## src/rtl/branch_hazard_sequencer_if.sv

```systemverilog
// Decode-stage branch sequencer bundle: pipeline (master) drives hazard/branch
// context, the sequencer (slave) returns stall, flush, forward and counter outputs.
interface branch_hazard_sequencer_if #(
   parameter int CNT_W = 32
);
   logic             BranchD;
   logic             UsesRsD;
   logic             UsesRtD;
   logic [4:0]       RsD;
   logic [4:0]       RtD;
   logic             RegWriteE;
   logic             MemtoRegE;
   logic [4:0]       WriteRegE;
   logic             RegWriteM;
   logic             MemtoRegM;
   logic [4:0]       WriteRegM;
   logic [1:0]       PCSrcD;
   logic             StallExt;
   logic [1:0]       PCSrcF;
   logic             StallF;
   logic             StallD;
   logic             FlushD;
   logic             FlushE;
   logic             ForwardAD;
   logic             ForwardBD;
   logic [CNT_W-1:0] BranchCnt;
   logic [CNT_W-1:0] TakenCnt;
   logic [CNT_W-1:0] StallCnt;

   modport master (
      output BranchD, UsesRsD, UsesRtD, RsD, RtD,
             RegWriteE, MemtoRegE, WriteRegE,
             RegWriteM, MemtoRegM, WriteRegM,
             PCSrcD, StallExt,
      input  PCSrcF, StallF, StallD, FlushD, FlushE,
             ForwardAD, ForwardBD, BranchCnt, TakenCnt, StallCnt
   );

   modport slave (
      input  BranchD, UsesRsD, UsesRtD, RsD, RtD,
             RegWriteE, MemtoRegE, WriteRegE,
             RegWriteM, MemtoRegM, WriteRegM,
             PCSrcD, StallExt,
      output PCSrcF, StallF, StallD, FlushD, FlushE,
             ForwardAD, ForwardBD, BranchCnt, TakenCnt, StallCnt
   );
endinterface

```

## src/rtl/branch_hazard_sequencer.sv

```systemverilog
// Decode-stage branch sequencer: stalls a hazarded branch for exactly N cycles,
// gates the redirect, selects D-stage forwarding and counts branch events.
module branch_hazard_sequencer #(
   parameter bit DELAY_SLOT = 1'b0,
   parameter int CNT_W      = 32
) (
   input  logic                      clk,
   input  logic                      reset,
   branch_hazard_sequencer_if.slave  bus
);

   typedef enum logic {IDLE, STALL} state_e;

   state_e           state_q, state_d;
   logic             cnt_q, cnt_d;
   logic [CNT_W-1:0] branch_cnt_q, branch_cnt_d;
   logic [CNT_W-1:0] taken_cnt_q, taken_cnt_d;
   logic [CNT_W-1:0] stall_cnt_q, stall_cnt_d;

   logic       rs_e, rt_e, rs_m, rt_m;
   logic [1:0] n_rs, n_rt, n_need;
   logic       stall, resolve;

   assign rs_e = bus.UsesRsD & bus.RegWriteE & (bus.WriteRegE == bus.RsD) & (bus.RsD != 5'd0);
   assign rt_e = bus.UsesRtD & bus.RegWriteE & (bus.WriteRegE == bus.RtD) & (bus.RtD != 5'd0);
   assign rs_m = bus.UsesRsD & bus.RegWriteM & (bus.WriteRegM == bus.RsD) & (bus.RsD != 5'd0);
   assign rt_m = bus.UsesRtD & bus.RegWriteM & (bus.WriteRegM == bus.RtD) & (bus.RtD != 5'd0);

   // NOTE: every always_comb output gets a default first so no path can infer a latch.
   always_comb begin
      n_rs = 2'd0;
      n_rt = 2'd0;
      if (rs_e)                      n_rs = bus.MemtoRegE ? 2'd2 : 2'd1;
      else if (rs_m & bus.MemtoRegM) n_rs = 2'd1;
      if (rt_e)                      n_rt = bus.MemtoRegE ? 2'd2 : 2'd1;
      else if (rt_m & bus.MemtoRegM) n_rt = 2'd1;
      n_need = (n_rs > n_rt) ? n_rs : n_rt;
   end

   // cnt holds the stall cycles still owed after the current one; STALL with cnt 0 is the resolve cycle.
   assign stall   = ((state_q == IDLE) & bus.BranchD & (n_need != 2'd0))
                  | ((state_q == STALL) & (cnt_q != 1'b0));
   assign resolve = bus.BranchD & ~stall & ~bus.StallExt;

   always_comb begin
      state_d = state_q;
      cnt_d   = cnt_q;
      case (state_q)
         IDLE: begin
            if (bus.BranchD && (n_need != 2'd0) && !bus.StallExt) begin
               state_d = STALL;
               cnt_d   = (n_need == 2'd2);
            end
         end
         STALL: begin
            if (!bus.StallExt) begin
               if (cnt_q == 1'b0) state_d = IDLE;
               else               cnt_d   = cnt_q - 1'b1;
            end
         end
         default: begin
            state_d = IDLE;
            cnt_d   = 1'b0;
         end
      endcase
   end

   always_comb begin
      branch_cnt_d = branch_cnt_q;
      taken_cnt_d  = taken_cnt_q;
      stall_cnt_d  = stall_cnt_q;
      if (resolve && (branch_cnt_q != '1))
         branch_cnt_d = branch_cnt_q + CNT_W'(1);
      if (resolve && (bus.PCSrcD != 2'b00) && (taken_cnt_q != '1))
         taken_cnt_d = taken_cnt_q + CNT_W'(1);
      if (stall && !bus.StallExt && (stall_cnt_q != '1))
         stall_cnt_d = stall_cnt_q + CNT_W'(1);
   end

   // NOTE: state uses non-blocking assignments so every register samples pre-edge values.
   always_ff @(posedge clk) begin
      if (reset) begin
         state_q      <= IDLE;
         cnt_q        <= 1'b0;
         branch_cnt_q <= '0;
         taken_cnt_q  <= '0;
         stall_cnt_q  <= '0;
      end else begin
         state_q      <= state_d;
         cnt_q        <= cnt_d;
         branch_cnt_q <= branch_cnt_d;
         taken_cnt_q  <= taken_cnt_d;
         stall_cnt_q  <= stall_cnt_d;
      end
   end

   assign bus.PCSrcF    = stall ? 2'b00 : bus.PCSrcD;
   assign bus.StallF    = stall;
   assign bus.StallD    = stall;
   assign bus.FlushE    = stall;
   assign bus.FlushD    = ~DELAY_SLOT & ~stall & ~bus.StallExt & (bus.PCSrcF != 2'b00);
   assign bus.ForwardAD = rs_m & ~bus.MemtoRegM;
   assign bus.ForwardBD = rt_m & ~bus.MemtoRegM;
   assign bus.BranchCnt = branch_cnt_q;
   assign bus.TakenCnt  = taken_cnt_q;
   assign bus.StallCnt  = stall_cnt_q;

endmodule

```

## src/flat_wrapper.sv

```systemverilog
// flat-port wrapper written by rule: the top's interface ports become plain ports
module branch_hazard_sequencer_flat 
#(
   parameter bit DELAY_SLOT = 1'b0,
   parameter int CNT_W      = 32
)
  (clk, reset, bus_BranchD, bus_UsesRsD, bus_UsesRtD, bus_RsD, bus_RtD, bus_RegWriteE, bus_MemtoRegE, bus_WriteRegE, bus_RegWriteM, bus_MemtoRegM, bus_WriteRegM, bus_PCSrcD, bus_StallExt, bus_PCSrcF, bus_StallF, bus_StallD, bus_FlushD, bus_FlushE, bus_ForwardAD, bus_ForwardBD, bus_BranchCnt, bus_TakenCnt, bus_StallCnt);
  branch_hazard_sequencer_if #(.CNT_W(CNT_W)) bus_i ();
  input  logic clk;
  input  logic reset;
  input wire logic [$bits(bus_i.BranchD)-1:0] bus_BranchD;
  input wire logic [$bits(bus_i.UsesRsD)-1:0] bus_UsesRsD;
  input wire logic [$bits(bus_i.UsesRtD)-1:0] bus_UsesRtD;
  input wire logic [$bits(bus_i.RsD)-1:0] bus_RsD;
  input wire logic [$bits(bus_i.RtD)-1:0] bus_RtD;
  input wire logic [$bits(bus_i.RegWriteE)-1:0] bus_RegWriteE;
  input wire logic [$bits(bus_i.MemtoRegE)-1:0] bus_MemtoRegE;
  input wire logic [$bits(bus_i.WriteRegE)-1:0] bus_WriteRegE;
  input wire logic [$bits(bus_i.RegWriteM)-1:0] bus_RegWriteM;
  input wire logic [$bits(bus_i.MemtoRegM)-1:0] bus_MemtoRegM;
  input wire logic [$bits(bus_i.WriteRegM)-1:0] bus_WriteRegM;
  input wire logic [$bits(bus_i.PCSrcD)-1:0] bus_PCSrcD;
  input wire logic [$bits(bus_i.StallExt)-1:0] bus_StallExt;
  output wire logic [$bits(bus_i.PCSrcF)-1:0] bus_PCSrcF;
  output wire logic [$bits(bus_i.StallF)-1:0] bus_StallF;
  output wire logic [$bits(bus_i.StallD)-1:0] bus_StallD;
  output wire logic [$bits(bus_i.FlushD)-1:0] bus_FlushD;
  output wire logic [$bits(bus_i.FlushE)-1:0] bus_FlushE;
  output wire logic [$bits(bus_i.ForwardAD)-1:0] bus_ForwardAD;
  output wire logic [$bits(bus_i.ForwardBD)-1:0] bus_ForwardBD;
  output wire logic [$bits(bus_i.BranchCnt)-1:0] bus_BranchCnt;
  output wire logic [$bits(bus_i.TakenCnt)-1:0] bus_TakenCnt;
  output wire logic [$bits(bus_i.StallCnt)-1:0] bus_StallCnt;
  assign bus_i.BranchD = bus_BranchD;
  assign bus_i.UsesRsD = bus_UsesRsD;
  assign bus_i.UsesRtD = bus_UsesRtD;
  assign bus_i.RsD = bus_RsD;
  assign bus_i.RtD = bus_RtD;
  assign bus_i.RegWriteE = bus_RegWriteE;
  assign bus_i.MemtoRegE = bus_MemtoRegE;
  assign bus_i.WriteRegE = bus_WriteRegE;
  assign bus_i.RegWriteM = bus_RegWriteM;
  assign bus_i.MemtoRegM = bus_MemtoRegM;
  assign bus_i.WriteRegM = bus_WriteRegM;
  assign bus_i.PCSrcD = bus_PCSrcD;
  assign bus_i.StallExt = bus_StallExt;
  assign bus_PCSrcF = bus_i.PCSrcF;
  assign bus_StallF = bus_i.StallF;
  assign bus_StallD = bus_i.StallD;
  assign bus_FlushD = bus_i.FlushD;
  assign bus_FlushE = bus_i.FlushE;
  assign bus_ForwardAD = bus_i.ForwardAD;
  assign bus_ForwardBD = bus_i.ForwardBD;
  assign bus_BranchCnt = bus_i.BranchCnt;
  assign bus_TakenCnt = bus_i.TakenCnt;
  assign bus_StallCnt = bus_i.StallCnt;
  branch_hazard_sequencer #(.DELAY_SLOT(DELAY_SLOT), .CNT_W(CNT_W)) u_core (.clk(clk), .reset(reset), .bus(bus_i));
endmodule
```

## config.mk

```make
export PLATFORM = sky130hd
export DESIGN_NAME = branch_hazard_sequencer_flat
export DESIGN_NICKNAME = d
export VERILOG_FILES = /design/src/rtl/branch_hazard_sequencer_if.sv /design/src/rtl/branch_hazard_sequencer.sv /design/src/flat_wrapper.sv
export SDC_FILE = /design/constraint.sdc
export NUM_CORES = 1
export LEC_CHECK = 0
export ABC_AREA = 1
export CORE_UTILIZATION = 45
export CTS_CLUSTER_DIAMETER = 80
export DETAILED_ROUTE_END_ITERATION = 6
export GPL_ROUTABILITY_DRIVEN = 0
export PLACE_DENSITY = 0.72
export SLEW_MARGIN = 20
export SYNTH_ARGS = -nofsm -noshare
export SYNTH_HDL_FRONTEND = slang
export SYNTH_SLANG_ARGS = --single-unit
```

## constraint.sdc

```tcl
create_clock -name clk -period 5.6 [get_ports clk]
set_input_delay 1.68 -clock clk [delete_from_list [all_inputs] [get_ports clk]]
set_output_delay 1.68 -clock clk [all_outputs]
set_load 0.1 [all_outputs]
```

==> metrics.csv <==
metric,value,unit
setup_total_negative_slack,0,ns
min_period,5.422,ns
timing.final.crit_share,0.9681,
start_kind,input pin,
slew_headroom,0.3026,
grt_max_degree,63,
power.density,181.9,nW/um^2
pre_antenna_drt_iters,5,
die_h,123.7,um
core_region_area,14480,sq um
syn-cell-area,6668,sq um
yosysWarningCount,0,
sequential_to_total_area_share_from_yosys_stat,0.2942,
syn2layout_area_growth,27.04,%
synth.ff_latch_count,98,
chipWidth,123.7,um
post_cts_hold_buffer_count,0,
synth_nets,1098,
cp_data_required_time,3.92,ns
finalPower,1.541,mW
path_max_fanout,5,
ys_async_sr_fraction,0,
power_leakage,3.264,nW
cts_sinks,98,
gr-total-overflow,0,
run_status,completed,
cp-end-kind,output port,
timing.hold.worst.class,flop to flop,
vias_in_the_first_global_route,6328,
setup-violations-final,0,
root_buffer_master,sky130_fd_sc_hd__clkbuf_16,
yosysMostFrequentCell,sky130_fd_sc_hd__nand2_1,
grt_antenna_before_repair,0,
hold_ws,0.4843,ns
synth_enable_flop_cells,0,
antennaDiodeCount,0,
wl_per_cell,13.43,um
post-synth-top-area-fraction,0.2942,
vdd_drop_max,141.1,uV
max-cap-violations,0,
via_to_cell_ratio,5.265,
clk_pin_slew_worst_setup_hold_paths,0.06,ns
fin_nets,1226,
cp.arrival,3.74,ns
initial_utilization,0.4605,
fin_skew,0.008880,ns
cts_max_path_buffers,2,
synth_flop_cell,sky130_fd_sc_hd__dfxtp_1,
drt_iter0_drc,594,
top_level_i_o_count,136,
grt_pass1_wl,30.31,mm
ant_nets,0,
clkLatencyLatePin,0.35,ns
synth.distinct_cells,35,
floorplan.die_area,15310,sq um
post_route_cells_drive_above_1_share,0.1015,
post_synth_most_frequent_cells,"sky130_fd_sc_hd__nand2_1 (307), sky130_fd_sc_hd__nor2_1 (141), sky130_fd_sc_hd__inv_1 (114)",
timing.final.max_slew_violations,0,
timing_worst_slew_pin_value,1.043,ns
port_buffers,135,
crit_type,input pin to output port,
finalNonFillerCells,1376,
setup_ws_pre_cts,-0.2267,ns
dp_cells,1359,
cts_tree,built,
cts_inserted_buffers,9,
final.setup.worst_slack,0.1785,ns
hpwl,13.59,mm
yosysTopAreaCell,sky130_fd_sc_hd__dfxtp_1,
clock.fmax,184.5,MHz
synth_area_per_cell,6.290,sq um
core.rowCount,44,
final_hold_viol_count,0,
drc,0,
synth.area.top_cells,"sky130_fd_sc_hd__dfxtp_1 (29%), sky130_fd_sc_hd__nand2_1 (17%), sky130_fd_sc_hd__nor2_1 (7.9%)",
totalWireLength,18.48,mm
netlist_instances,1060,
detailroute.via_count,7244,
overall_track_demand_over_capacity_in_global_routing,0.2476,
cts.htree.levels,3,
sequential cells by signal (all words and copies together) (netlist names):
signal	flops
u_core.cnt_q	1
u_core.bus.StallCnt	32
u_core.state_q	1
u_core.bus.TakenCnt	32
u_core.bus.BranchCnt	32
worst paths after layout:
| path | from | to | slack (ns) | cells after the start |
|---|---|---|---|---|
| max | bus_MemtoRegM | bus_FlushD | 0.18 | 14 |
| min reg2reg | u_core.bus.BranchCnt[31] | u_core.bus.BranchCnt[31] | 0.48 | 2 |
| max reg2reg | u_core.bus.BranchCnt[1] | u_core.bus.BranchCnt[4] | 2.93 | 10 |
| min | u_core.bus.BranchCnt[31] | u_core.bus.BranchCnt[31] | 0.48 | 2 |
placed cells by master, fill, tap and decap left out, types with 3 or more instances in the layout:
master / instances
sky130_fd_sc_hd__nand4_2: 4
sky130_fd_sc_hd__nor2_2: 16
sky130_fd_sc_hd__xnor2_1: 13
sky130_fd_sc_hd__inv_1: 104
sky130_fd_sc_hd__a21oi_1: 89
sky130_fd_sc_hd__xor2_1: 46
sky130_fd_sc_hd__nand4_1: 47
sky130_fd_sc_hd__dfxtp_1: 98
sky130_fd_sc_hd__nor2_1: 128
sky130_fd_sc_hd__nand2_2: 3
sky130_fd_sc_hd__o21ai_0: 3
sky130_fd_sc_hd__clkbuf_16: 9
sky130_fd_sc_hd__inv_2: 15
sky130_fd_sc_hd__a21oi_2: 3
sky130_fd_sc_hd__nand3_2: 7
sky130_fd_sc_hd__clkdlybuf4s50_1: 102
sky130_fd_sc_hd__nor3_1: 35
sky130_fd_sc_hd__o21ai_1: 4
sky130_fd_sc_hd__nand3_1: 59
sky130_fd_sc_hd__buf_12: 6
sky130_fd_sc_hd__nand2_1: 305
sky130_fd_sc_hd__nor3_2: 4
sky130_fd_sc_hd__ha_1: 5
sky130_fd_sc_hd__clkbuf_2: 19
sky130_fd_sc_hd__buf_4: 19
sky130_fd_sc_hd__nor4_1: 21
sky130_fd_sc_hd__clkdlybuf4s15_1: 3
cell families after synthesis:
group                      Yosys count  share of synthesized area
and+or+nand+nor                    639                     0.4301
buffers and inverters              157                     0.1098
AOI/OAI and AO/OA                  101                    0.07713
DFF                                 98                     0.2942
xor gates and xnor gates            59                    0.07750
adders and majority gates            6                    0.01126
critical path, stage by stage:
cell	delay (ns)
sky130_fd_sc_hd__clkdlybuf4s50_1	0.55
sky130_fd_sc_hd__nand3_1	0.10
sky130_fd_sc_hd__nand2_1	0.08
sky130_fd_sc_hd__nand2_1	0.06
sky130_fd_sc_hd__ha_1	0.28
sky130_fd_sc_hd__nand2_1	0.07
sky130_fd_sc_hd__o21a_1	0.16
sky130_fd_sc_hd__inv_1	0.06
sky130_fd_sc_hd__nand3_2	0.07
sky130_fd_sc_hd__nand3_2	0.09
sky130_fd_sc_hd__nand2_4	0.10
sky130_fd_sc_hd__nand2_8	0.08
sky130_fd_sc_hd__nor3_4	0.17
sky130_fd_sc_hd__buf_12	0.20
metrics by stage:
step                  util  instance area [sq um]
finish              0.5850                   8471
global route        0.5850                   8471
CTS                 0.5876                   8508
detailed placement  0.5636                   8160
global placement    0.5636                   8160
floorplan                -                   6684
per-layer routing:
metal	wire [um]	vias up	global-route usage
met4	380	0	0.09413
met1	8755	3307	0.3335
met5	0	-	0
li1	-	3684	-
met2	8395	225	0.4024
met3	952	28	0.02976
final cells by class:
type                            instances  area [sq um]
Tap cell                              184         230.2
Timing Repair Buffer                  152          1431
Clock inverter                          4         76.32
Sequential cell                        98          1962
Clock buffer                           11         242.7
Fill cell                            1441          6008
Multi-Input combinational cell        805          4066
Inverter                              122         461.7
where the power goes:
part	internal (mW)	total [mW]	switching [mW]
clock network	0.403	0.678	0.276
registers	0.699	0.704	0.00490
logic	0.0492	0.158	0.109
total	1.15	1.54	0.389
repair_timing:
action,CTS,global route
pin swaps,18,25
gates resized for setup,39,57
buffers inserted,2,0
setup endpoints to repair,6,6
Note: power is estimated with default switching activity, not from simulation.
